==> config.mk <==
export PLATFORM = sky130hd
export DESIGN_NAME = lsu_addr_router_flat
export DESIGN_NICKNAME = d
export VERILOG_FILES = /design/src/rtl/lsu_addr_router_if.sv /design/src/rtl/lsu_addr_router.sv /design/src/flat_wrapper.sv
export SDC_FILE = /design/constraint.sdc
export NUM_CORES = 1
export LEC_CHECK = 0
export ABC_AREA = 1
export CORE_MARGIN = 4
export CORE_UTILIZATION = 41
export CTS_CLUSTER_DIAMETER = 150
export DETAILED_ROUTE_END_ITERATION = 16
export GPL_TIMING_DRIVEN = 1
export PLACE_DENSITY_LB_ADDON = 0.15
export REMOVE_ABC_BUFFERS = 1
export SYNTH_ARGS = -nofsm -noshare
export SYNTH_HDL_FRONTEND = slang
export SYNTH_SLANG_ARGS = --single-unit
==> constraint.sdc <==
create_clock -name clk_i -period 3.4 [get_ports clk_i]
set_input_delay 0.68 -clock clk_i [delete_from_list [all_inputs] [get_ports clk_i]]
set_output_delay 0.68 -clock clk_i [all_outputs]
set_load 0.01 [all_outputs]
==> src/rtl/lsu_addr_router_if.sv <==
// LSU-side request/response and target-side bus bundle for lsu_addr_router.
// slave = router view, master = the surrounding LSU plus targets.
interface lsu_addr_router_if #(
    parameter int ADDR_W  = 12,
    parameter int DATA_W  = 32,
    parameter int NUM_TGT = 3,
    parameter int SEL_W   = $clog2(NUM_TGT)
);
    logic                             req_valid;
    logic                             req_ready;
    logic [SEL_W-1:0]                 req_sel;
    logic [ADDR_W-1:0]                req_addr;
    logic                             req_we;
    logic [DATA_W-1:0]                req_wdata;
    logic [NUM_TGT-1:0]               tgt_valid;
    logic [NUM_TGT-1:0]               tgt_ready;
    logic [NUM_TGT-1:0][ADDR_W-1:0]   tgt_addr;
    logic                             tgt_we;
    logic [DATA_W-1:0]                tgt_wdata;
    logic [NUM_TGT-1:0]               tgt_rvalid;
    logic [NUM_TGT-1:0][DATA_W-1:0]   tgt_rdata;
    logic                             rsp_valid;
    logic [DATA_W-1:0]                rsp_rdata;
    logic                             rsp_err;

    modport slave (
        input  req_valid, req_sel, req_addr, req_we, req_wdata,
        input  tgt_ready, tgt_rvalid, tgt_rdata,
        output req_ready, tgt_valid, tgt_addr, tgt_we, tgt_wdata,
        output rsp_valid, rsp_rdata, rsp_err
    );

    modport master (
        output req_valid, req_sel, req_addr, req_we, req_wdata,
        output tgt_ready, tgt_rvalid, tgt_rdata,
        input  req_ready, tgt_valid, tgt_addr, tgt_we, tgt_wdata,
        input  rsp_valid, rsp_rdata, rsp_err
    );
endinterface

==> src/rtl/lsu_addr_router.sv <==
// LSU request router: one registered request to one of NUM_TGT targets, one response back.
// Optional response watchdog enabled by defining LSU_ROUTER_TIMEOUT_EN.

module lsu_addr_router_slot #(
    parameter int ADDR_W = 12,
    parameter int DATA_W = 32,
    parameter int SEL_W  = 2,
    parameter int IDX    = 0
) (
    input  logic              issue,
    input  logic [SEL_W-1:0]  sel,
    input  logic [ADDR_W-1:0] addr,
    input  logic              ready,
    input  logic              rvalid,
    input  logic [DATA_W-1:0] rdata,
    output logic              valid,
    output logic [ADDR_W-1:0] tgt_addr,
    output logic              sel_ready,
    output logic              sel_rvalid,
    output logic [DATA_W-1:0] sel_rdata
);
    logic hit;

    // Handshakes from a target we are not talking to are masked here.
    assign hit        = (sel == SEL_W'(IDX));
    assign valid      = issue & hit;
    assign tgt_addr   = valid ? addr : '0;
    assign sel_ready  = hit & ready;
    assign sel_rvalid = hit & rvalid;
    assign sel_rdata  = hit ? rdata : '0;
endmodule

module lsu_addr_router #(
    parameter int ADDR_W      = 12,
    parameter int DATA_W      = 32,
    parameter int NUM_TGT     = 3,
    parameter int TIMEOUT_CYC = 255
) (
    input  logic             clk_i,
    input  logic             rst_ni,
    lsu_addr_router_if.slave bus
);
    localparam int SEL_W = $clog2(NUM_TGT);
    localparam logic [SEL_W:0] NUM_TGT_L = (SEL_W+1)'(NUM_TGT);

    typedef enum logic [1:0] {IDLE, ISSUE, WAIT_RSP} state_t;

    state_t              state_q, state_d;
    logic [SEL_W-1:0]    sel_q;
    logic [ADDR_W-1:0]   addr_q;
    logic                we_q;
    logic [DATA_W-1:0]   wdata_q;
    logic                rsp_valid_q, rsp_valid_d;
    logic                rsp_err_q, rsp_err_d;
    logic [DATA_W-1:0]   rsp_rdata_q, rsp_rdata_d;
    logic                accept, sel_ok, issue, tmo;
    logic                sel_ready, sel_rvalid;
    logic [DATA_W-1:0]   sel_rdata;

    logic [NUM_TGT-1:0]             valid_v, sel_ready_v, sel_rvalid_v;
    logic [NUM_TGT-1:0][ADDR_W-1:0] addr_v;
    logic [NUM_TGT-1:0][DATA_W-1:0] sel_rdata_v;

    assign bus.req_ready = rst_ni & (state_q == IDLE);
    assign accept        = bus.req_valid & bus.req_ready;
    assign sel_ok        = ({1'b0, bus.req_sel} < NUM_TGT_L);
    assign issue         = (state_q == ISSUE);

    for (genvar i = 0; i < NUM_TGT; i++) begin : g_tgt
        lsu_addr_router_slot #(
            .ADDR_W(ADDR_W), .DATA_W(DATA_W), .SEL_W(SEL_W), .IDX(i)
        ) u_slot (
            .issue     (issue),
            .sel       (sel_q),
            .addr      (addr_q),
            .ready     (bus.tgt_ready[i]),
            .rvalid    (bus.tgt_rvalid[i]),
            .rdata     (bus.tgt_rdata[i]),
            .valid     (valid_v[i]),
            .tgt_addr  (addr_v[i]),
            .sel_ready (sel_ready_v[i]),
            .sel_rvalid(sel_rvalid_v[i]),
            .sel_rdata (sel_rdata_v[i])
        );
    end

    assign sel_ready  = |sel_ready_v;
    assign sel_rvalid = |sel_rvalid_v;

    always_comb begin
        sel_rdata = '0;
        for (int i = 0; i < NUM_TGT; i++) sel_rdata = sel_rdata | sel_rdata_v[i];
    end

    assign bus.tgt_valid = valid_v;
    assign bus.tgt_addr  = addr_v;
    assign bus.tgt_we    = we_q;
    assign bus.tgt_wdata = wdata_q;
    assign bus.rsp_valid = rsp_valid_q;
    assign bus.rsp_err   = rsp_err_q;
    assign bus.rsp_rdata = rsp_rdata_q;

`ifdef LSU_ROUTER_TIMEOUT_EN
    localparam int CNT_W = $clog2(TIMEOUT_CYC+1);
    logic [CNT_W-1:0] cnt_q;

    // Counter sits at zero in IDLE, so it is clear on every entry to ISSUE.
    always_ff @(posedge clk_i) begin
        if (!rst_ni)                cnt_q <= '0;
        else if (state_q == IDLE)   cnt_q <= '0;
        else                        cnt_q <= cnt_q + CNT_W'(1);
    end
    assign tmo = (state_q != IDLE) && (cnt_q == CNT_W'(TIMEOUT_CYC-1));
`else
    assign tmo = 1'b0;
`endif

    always_comb begin
        state_d     = state_q;
        rsp_valid_d = 1'b0;
        rsp_err_d   = rsp_err_q;
        rsp_rdata_d = rsp_rdata_q;
        unique case (state_q)
            IDLE: begin
                if (accept && sel_ok) begin
                    state_d = ISSUE;
                end else if (accept) begin
                    rsp_valid_d = 1'b1;
                    rsp_err_d   = 1'b1;
                    rsp_rdata_d = '0;
                end
            end
            ISSUE: begin
                // A real completion in the last watchdog cycle beats the timeout.
                if (sel_ready && we_q) begin
                    state_d = IDLE; rsp_valid_d = 1'b1; rsp_err_d = 1'b0; rsp_rdata_d = '0;
                end else if (sel_ready && sel_rvalid) begin
                    state_d = IDLE; rsp_valid_d = 1'b1; rsp_err_d = 1'b0; rsp_rdata_d = sel_rdata;
                end else if (tmo) begin
                    state_d = IDLE; rsp_valid_d = 1'b1; rsp_err_d = 1'b1; rsp_rdata_d = '0;
                end else if (sel_ready) begin
                    state_d = WAIT_RSP;
                end
            end
            WAIT_RSP: begin
                if (sel_rvalid) begin
                    state_d = IDLE; rsp_valid_d = 1'b1; rsp_err_d = 1'b0; rsp_rdata_d = sel_rdata;
                end else if (tmo) begin
                    state_d = IDLE; rsp_valid_d = 1'b1; rsp_err_d = 1'b1; rsp_rdata_d = '0;
                end
            end
            default: state_d = IDLE;
        endcase
    end

    always_ff @(posedge clk_i) begin
        if (!rst_ni) begin
            state_q     <= IDLE;
            sel_q       <= '0;
            addr_q      <= '0;
            we_q        <= 1'b0;
            wdata_q     <= '0;
            rsp_valid_q <= 1'b0;
            rsp_err_q   <= 1'b0;
            rsp_rdata_q <= '0;
        end else begin
            state_q     <= state_d;
            rsp_valid_q <= rsp_valid_d;
            rsp_err_q   <= rsp_err_d;
            rsp_rdata_q <= rsp_rdata_d;
            if (accept) begin
                sel_q   <= bus.req_sel;
                addr_q  <= bus.req_addr;
                we_q    <= bus.req_we;
                wdata_q <= bus.req_wdata;
            end
        end
    end
endmodule

==> src/flat_wrapper.sv <==
// flat-port wrapper written by rule: the top's interface ports become plain ports
module lsu_addr_router_flat 
#(
    parameter int ADDR_W      = 12,
    parameter int DATA_W      = 32,
    parameter int NUM_TGT     = 3,
    parameter int TIMEOUT_CYC = 255
)
  (clk_i, rst_ni, bus_req_valid, bus_req_sel, bus_req_addr, bus_req_we, bus_req_wdata, bus_tgt_ready, bus_tgt_rvalid, bus_tgt_rdata, bus_req_ready, bus_tgt_valid, bus_tgt_addr, bus_tgt_we, bus_tgt_wdata, bus_rsp_valid, bus_rsp_rdata, bus_rsp_err);
  lsu_addr_router_if #(.ADDR_W(ADDR_W), .DATA_W(DATA_W), .NUM_TGT(NUM_TGT)) bus_i ();
  input  logic clk_i;
  input  logic rst_ni;
  input wire logic [$bits(bus_i.req_valid)-1:0] bus_req_valid;
  input wire logic [$bits(bus_i.req_sel)-1:0] bus_req_sel;
  input wire logic [$bits(bus_i.req_addr)-1:0] bus_req_addr;
  input wire logic [$bits(bus_i.req_we)-1:0] bus_req_we;
  input wire logic [$bits(bus_i.req_wdata)-1:0] bus_req_wdata;
  input wire logic [$bits(bus_i.tgt_ready)-1:0] bus_tgt_ready;
  input wire logic [$bits(bus_i.tgt_rvalid)-1:0] bus_tgt_rvalid;
  input wire logic [$bits(bus_i.tgt_rdata)-1:0] bus_tgt_rdata;
  output wire logic [$bits(bus_i.req_ready)-1:0] bus_req_ready;
  output wire logic [$bits(bus_i.tgt_valid)-1:0] bus_tgt_valid;
  output wire logic [$bits(bus_i.tgt_addr)-1:0] bus_tgt_addr;
  output wire logic [$bits(bus_i.tgt_we)-1:0] bus_tgt_we;
  output wire logic [$bits(bus_i.tgt_wdata)-1:0] bus_tgt_wdata;
  output wire logic [$bits(bus_i.rsp_valid)-1:0] bus_rsp_valid;
  output wire logic [$bits(bus_i.rsp_rdata)-1:0] bus_rsp_rdata;
  output wire logic [$bits(bus_i.rsp_err)-1:0] bus_rsp_err;
  assign bus_i.req_valid = bus_req_valid;
  assign bus_i.req_sel = bus_req_sel;
  assign bus_i.req_addr = bus_req_addr;
  assign bus_i.req_we = bus_req_we;
  assign bus_i.req_wdata = bus_req_wdata;
  assign bus_i.tgt_ready = bus_tgt_ready;
  assign bus_i.tgt_rvalid = bus_tgt_rvalid;
  assign bus_i.tgt_rdata = bus_tgt_rdata;
  assign bus_req_ready = bus_i.req_ready;
  assign bus_tgt_valid = bus_i.tgt_valid;
  assign bus_tgt_addr = bus_i.tgt_addr;
  assign bus_tgt_we = bus_i.tgt_we;
  assign bus_tgt_wdata = bus_i.tgt_wdata;
  assign bus_rsp_valid = bus_i.rsp_valid;
  assign bus_rsp_rdata = bus_i.rsp_rdata;
  assign bus_rsp_err = bus_i.rsp_err;
  lsu_addr_router #(.ADDR_W(ADDR_W), .DATA_W(DATA_W), .NUM_TGT(NUM_TGT), .TIMEOUT_CYC(TIMEOUT_CYC)) u_core (.clk_i(clk_i), .rst_ni(rst_ni), .bus(bus_i));
endmodule
# After elaboration in Yosys (flattened, before gate mapping)
# Index checks and enable logic that the tools add are counted.
# word_totals
latchBits	0
register_bits	83
inputBits	152
mem_bits_ro	0
n_memories	0
output_inout_bits	107
ramBits	0
# classes
div_mod_pow	0
magnitude_cmp	1
reduce_logical	10
multipliers	0
bitwise	13
n_addsub	0
n_eq_ne	10
shift	0
mux	30
# op_table
op	n
2-to-1 mux 32 bit	8
case mux 32 bit (3 select lines)	1
OR 32 bit	2
2-to-1 mux 12 bit	3
bitwise AND 1 bit	11
2-to-1 mux 1 bit	10
2-to-1 mux 2 bit	5
case mux 1 bit (3 select lines)	2
case mux 2 bit (3 select lines)	1
OR reduction 3 bit	2
AND reduction 5 bit	1
== test 2 x 1 -> 1 bit, second input constant	2
== test 2 bit, second input constant	2
zero test 2 bit	2
inequality test 2 x 1 -> 1 bit, second input constant	2
inequality test 2 bit, second input constant	2
inequality test 4 x 1 -> 1 bit, second input constant	1
logical AND 1 bit	3
inequality test 3 x 1 -> 1 bit, second input constant	1
AND reduction 3 bit	1
nonzero test 3 bit	1
less-than comparator 2 bit, second input constant	1

# Depth between registers and ports, before layout
# depth
ltp_word	7
depth_mapped	13
ltp_nobuf	12

# Hierarchy
# A second synthesis with hierarchy kept.
# unflattened
hier_cells	833
hier_area_um2	4885.9
# modules_own_cells
module	seq_area_each_um2	area_per_inst_um2	cells_per_inst	instances
lsu_addr_router	1661.6	3634.7	533	1
lsu_addr_router_slot (u_core.g_tgt[1].u_slot ...)	0.0	414.1	100	2
lsu_addr_router_slot (u_core.g_tgt[0].u_slot)	0.0	422.9	100	1

# Least setup slack after synthesis
# No wires, ideal clock.
# synth_timing
kind	register -> output
startpoint	register u_core.sel_q[0]
endpoint	output port bus_tgt_addr[14]
arrival_time_ns	1.349
slack_ns	1.371
n_path_buf	2
stages_incl_launch_ff	7
required_time_ns	2.720
path_cell_list	dfxtp_1 > inv_2 > nor2_2 > buf_2 > nand2_1 > clkbuf_1 > nor2_1
# synth_via
elab_chain_len	3
# synth_rtl
element	line	rtl
start, declared	lsu_addr_router.sv:49	logic [SEL_W-1:0] sel_q;
start signal, assigned	lsu_addr_router.sv:172	sel_q <= bus.req_sel;
== test 2 x 1 -> 1 bit	lsu_addr_router.sv:25	assign hit = (sel == SEL_W'(IDX));
bitwise AND 1 bit	lsu_addr_router.sv:26	assign valid = issue & hit;
2-to-1 mux 12 bit	lsu_addr_router.sv:27	assign tgt_addr = valid ? addr : '0;
end, declared	flat_wrapper.sv:23	output wire logic [$bits(bus_i.tgt_addr)-1:0] bus_tgt_addr;
# Every way passes these cells.

# Final worst setup path
# layout_timing
startpoint	register u_core.state_q[1]
endpoint	output port bus_tgt_addr[28]
# layout_via
elab_chain_len	3
# layout_rtl
element	line	rtl
start, declared	lsu_addr_router.sv:48	state_t state_q, state_d;
start signal, assigned	lsu_addr_router.sv:167	state_q <= state_d;
== test 2 x 1 -> 1 bit	lsu_addr_router.sv:67	assign issue = (state_q == ISSUE);
bitwise AND 1 bit	lsu_addr_router.sv:26	
2-to-1 mux 12 bit	lsu_addr_router.sv:27	
# Every way passes these cells.

==> impl_metrics.toml <==
[placed_design]
place_area_mm2 = 0.006974
dp.cells = 1077
place_congestion = 0.9471
io_buffers = 258
hpwl_mm = 11.16

[clock_tree]
cts_tree = "yes"
clk_latency_ns = 0.36
cts_setup_buffers = 0
htreeDepth = 3
cts_buffer_depth = 2
cts_buffers = 9
cts-resized-gates = 0
cts_hold_buf = 0
root_buffer = "clkbuf_8"
clock-sinks = 83
clk_pin_slew_ns = 0.08

[sta]
hold_ws_ns = 0.4778
finalHoldViolations = 0
worst_clock_skew_ns = 0.01316
maxSlewViolCount = 0
min_period_over_period_pct = 86.53
rsz0062_at_grt = "false"
period_minus_slack_ns = 2.942
worst_slew_pin_slew_ns = 0.8338
finalSetupViolations = 0
fmax_mhz = 339.9
slew_headroom_pct = 44.41

[power]
p_switching_uw = 1933
p_seq_share_pct = 30.4
power_density_mw_per_mm2 = 652.4
combPwrFrac_pct = 53.8
peakVddDrop_mv = 0.3073
p_clk_share_pct = 15.8
swShare_pct = 41.26
p_leak_uw = 0.002937
p_total_uw = 4686
p_int_uw = 2753

[detailed_routing]
wl_mm = 14.76
wire_per_inst_um = 13.50
vias = 5146
routed_via_density = 4.708
route.antenna.remaining_nets = 0
dr.pass1.iters = 4
drtIter0Drc = 273
drc = 0

[die]
die-width_um = 111.6
rows = 37
fp.coreArea_mm2 = 0.01037
die-height_um = 111.6
die_area_mm2 = 0.01245
io_pins = 259
initial_core_util_pct = 42.42

[logic_synthesis]
synth_edf_count = 0
synth_cell_types = 22
ys_seq_area_share_pct = 37.77
synthFlopType = "dfxtp_1"
syn-mean-instance-area_um2 = 6.051
yosys_warnings = 0
synthCells = 727
synthesis.area_mm2 = 0.004399
synthArstFlopShare_pct = 0
ys_ff_latch = 83

[critical_path]
path_buf_inv = 2
critPathCaptureType = "primary output"
required_ns = 2.72
slowest_delay_ns = 0.57
startpoint_type = "flip-flop"
critPathArrivalTime_ns = 2.26
critPathKind = "flip-flop to primary output"
cpMaxStageDelayCell = "clkdlybuf4s50_1"
cp_cell_sequence = "inv_1 > ha_1 > nand2_1 > nor2_1 > clkdlybuf4s50_1"
cp_top_family = "buffers and inverters"
crit_fanout = 13

[grt]
top_usage_layer = "met2"
met2_usage_pct = 42.10
grt_pass1_vias = 4874
grt_antenna_before_repair = 0
overflow = 0
grt_util_met3_pct = 5.598
grt_use_met1_pct = 25.02
grt_pass1_wl_mm = 23.20
grt_usage_pct = 22.60
grt_max_degree = 84

[layout]
drive_above_1_share_pct = 3.553
nets = 1109
final-instance-count-excl-fill = 1093
fillers = 892
final_cell_mix = "nand2_1 (276), clkdlybuf4s50_1 (257), nor2_1 (89)"
utilization_pct = 69.27
syn2layout_area_growth_pct = 63.28
n_antenna_cell = 0
final_area_mm2 = 0.007183
final_common_cell = "nand2_1"

[status]
outcome = "completed"

[run]
cap_violations = 0

[worst_hold_path]
hold_class = "flip-flop to flip-flop"
==> power by group through the flow <==
stage / logic, uW / clock network [uW] / registers [uW]
after floorplan: 1250 / 0 / 1560
after global placement: 2470 / 0 / 1430
after detailed placement: 2540 / 0 / 1450
after CTS: 2540 / 761 / 1430
after global routing: 2820 / 802 / 1460
final: 2520 / 740 / 1430
==> sequential cells by signal (all words and copies together), names as in the netlist <==
signal and cells:
u_core.addr_q 12, u_core.bus.rsp_err 1, u_core.bus.rsp_rdata 32, u_core.bus.rsp_valid 1, u_core.bus.tgt_wdata 32, u_core.bus.tgt_we 1, u_core.sel_q 2, u_core.state_q 2
==> stage by stage <==
step	TNS (ns)	worst slack (ns)
2_1_floorplan	-65.69	-2.446
3_3_place_gp	0	0.4690
3_5_place_dp	0	0.3529
4_1_cts	0	0.4742
5_1_grt	0	0.3014
6_report	0	0.4580
==> worst min-delay path: stages (launching register included) <==
cell,delay [ns]
dfxtp_1,0.32
nand2_1,0.05
o21ai_0,0.07
==> synth_stat cells (all sizes together), types with 2 or more instances <==
cell type,n,area [um^2]
nand2,276,1036
nor2,94,365.3
dfxtp,83,1662
nand3,64,320.3
o21ai,49,245.2
inv,40,150.1
a21oi,39,195.2
buf,26,155.1
clkbuf,26,97.59
clkinv,20,75.07
ha,5,62.56
nand4,2,12.51
==> final timing paths <==
kind	startpoint	end	slack (ns)	cells after the start
min	u_core.bus.tgt_wdata[19]$_SDFFE_PN0P_	u_core.bus.tgt_wdata[19]$_SDFFE_PN0P_	0.48	2
min reg2reg	u_core.bus.tgt_wdata[19]$_SDFFE_PN0P_	u_core.bus.tgt_wdata[19]$_SDFFE_PN0P_	0.48	2
max	u_core.state_q[1]$_SDFFE_PN0P_	bus_tgt_addr[28]	0.46	5
max reg2reg	u_core.state_q[0]$_SDFFE_PN0P_	u_core.bus.rsp_rdata[15]$_SDFFE_PN0P_	0.78	12
==> cells by family after synthesis <==
group | Yosys count | share of synthesized area (%)
adder cells (fa/ha/maj) | 5 | 1.422
flip-flops | 83 | 37.77
AND/OR/NAND/NOR | 437 | 39.56
buffers and inverters | 112 | 10.86
AO/OA/AOI/OAI | 90 | 10.38
==> per-layer routing <==
| layer | vias to the layer above | wire (um) |
|---|---|---|
| li1 | 2691 | - |
| met4 | 0 | 297 |
| met3 | 22 | 1165 |
| met5 | - | 0 |
| met1 | 2252 | 5865 |
| met2 | 181 | 7430 |
==> final cells by class <==
class | instances | area (um^2) | share of cell area (%)
well taps | 136 | 170.2 | 2.369
repair buffers | 266 | 2638 | 36.72
clock inverters | 6 | 71.32 | 0.9929
multi-input cells | 532 | 2280 | 31.74
inverters | 60 | 225.2 | 3.135
flip-flops and latches | 83 | 1662 | 23.13
clock buffers | 10 | 137.6 | 1.916
Power figures use the tool's default switching activity.
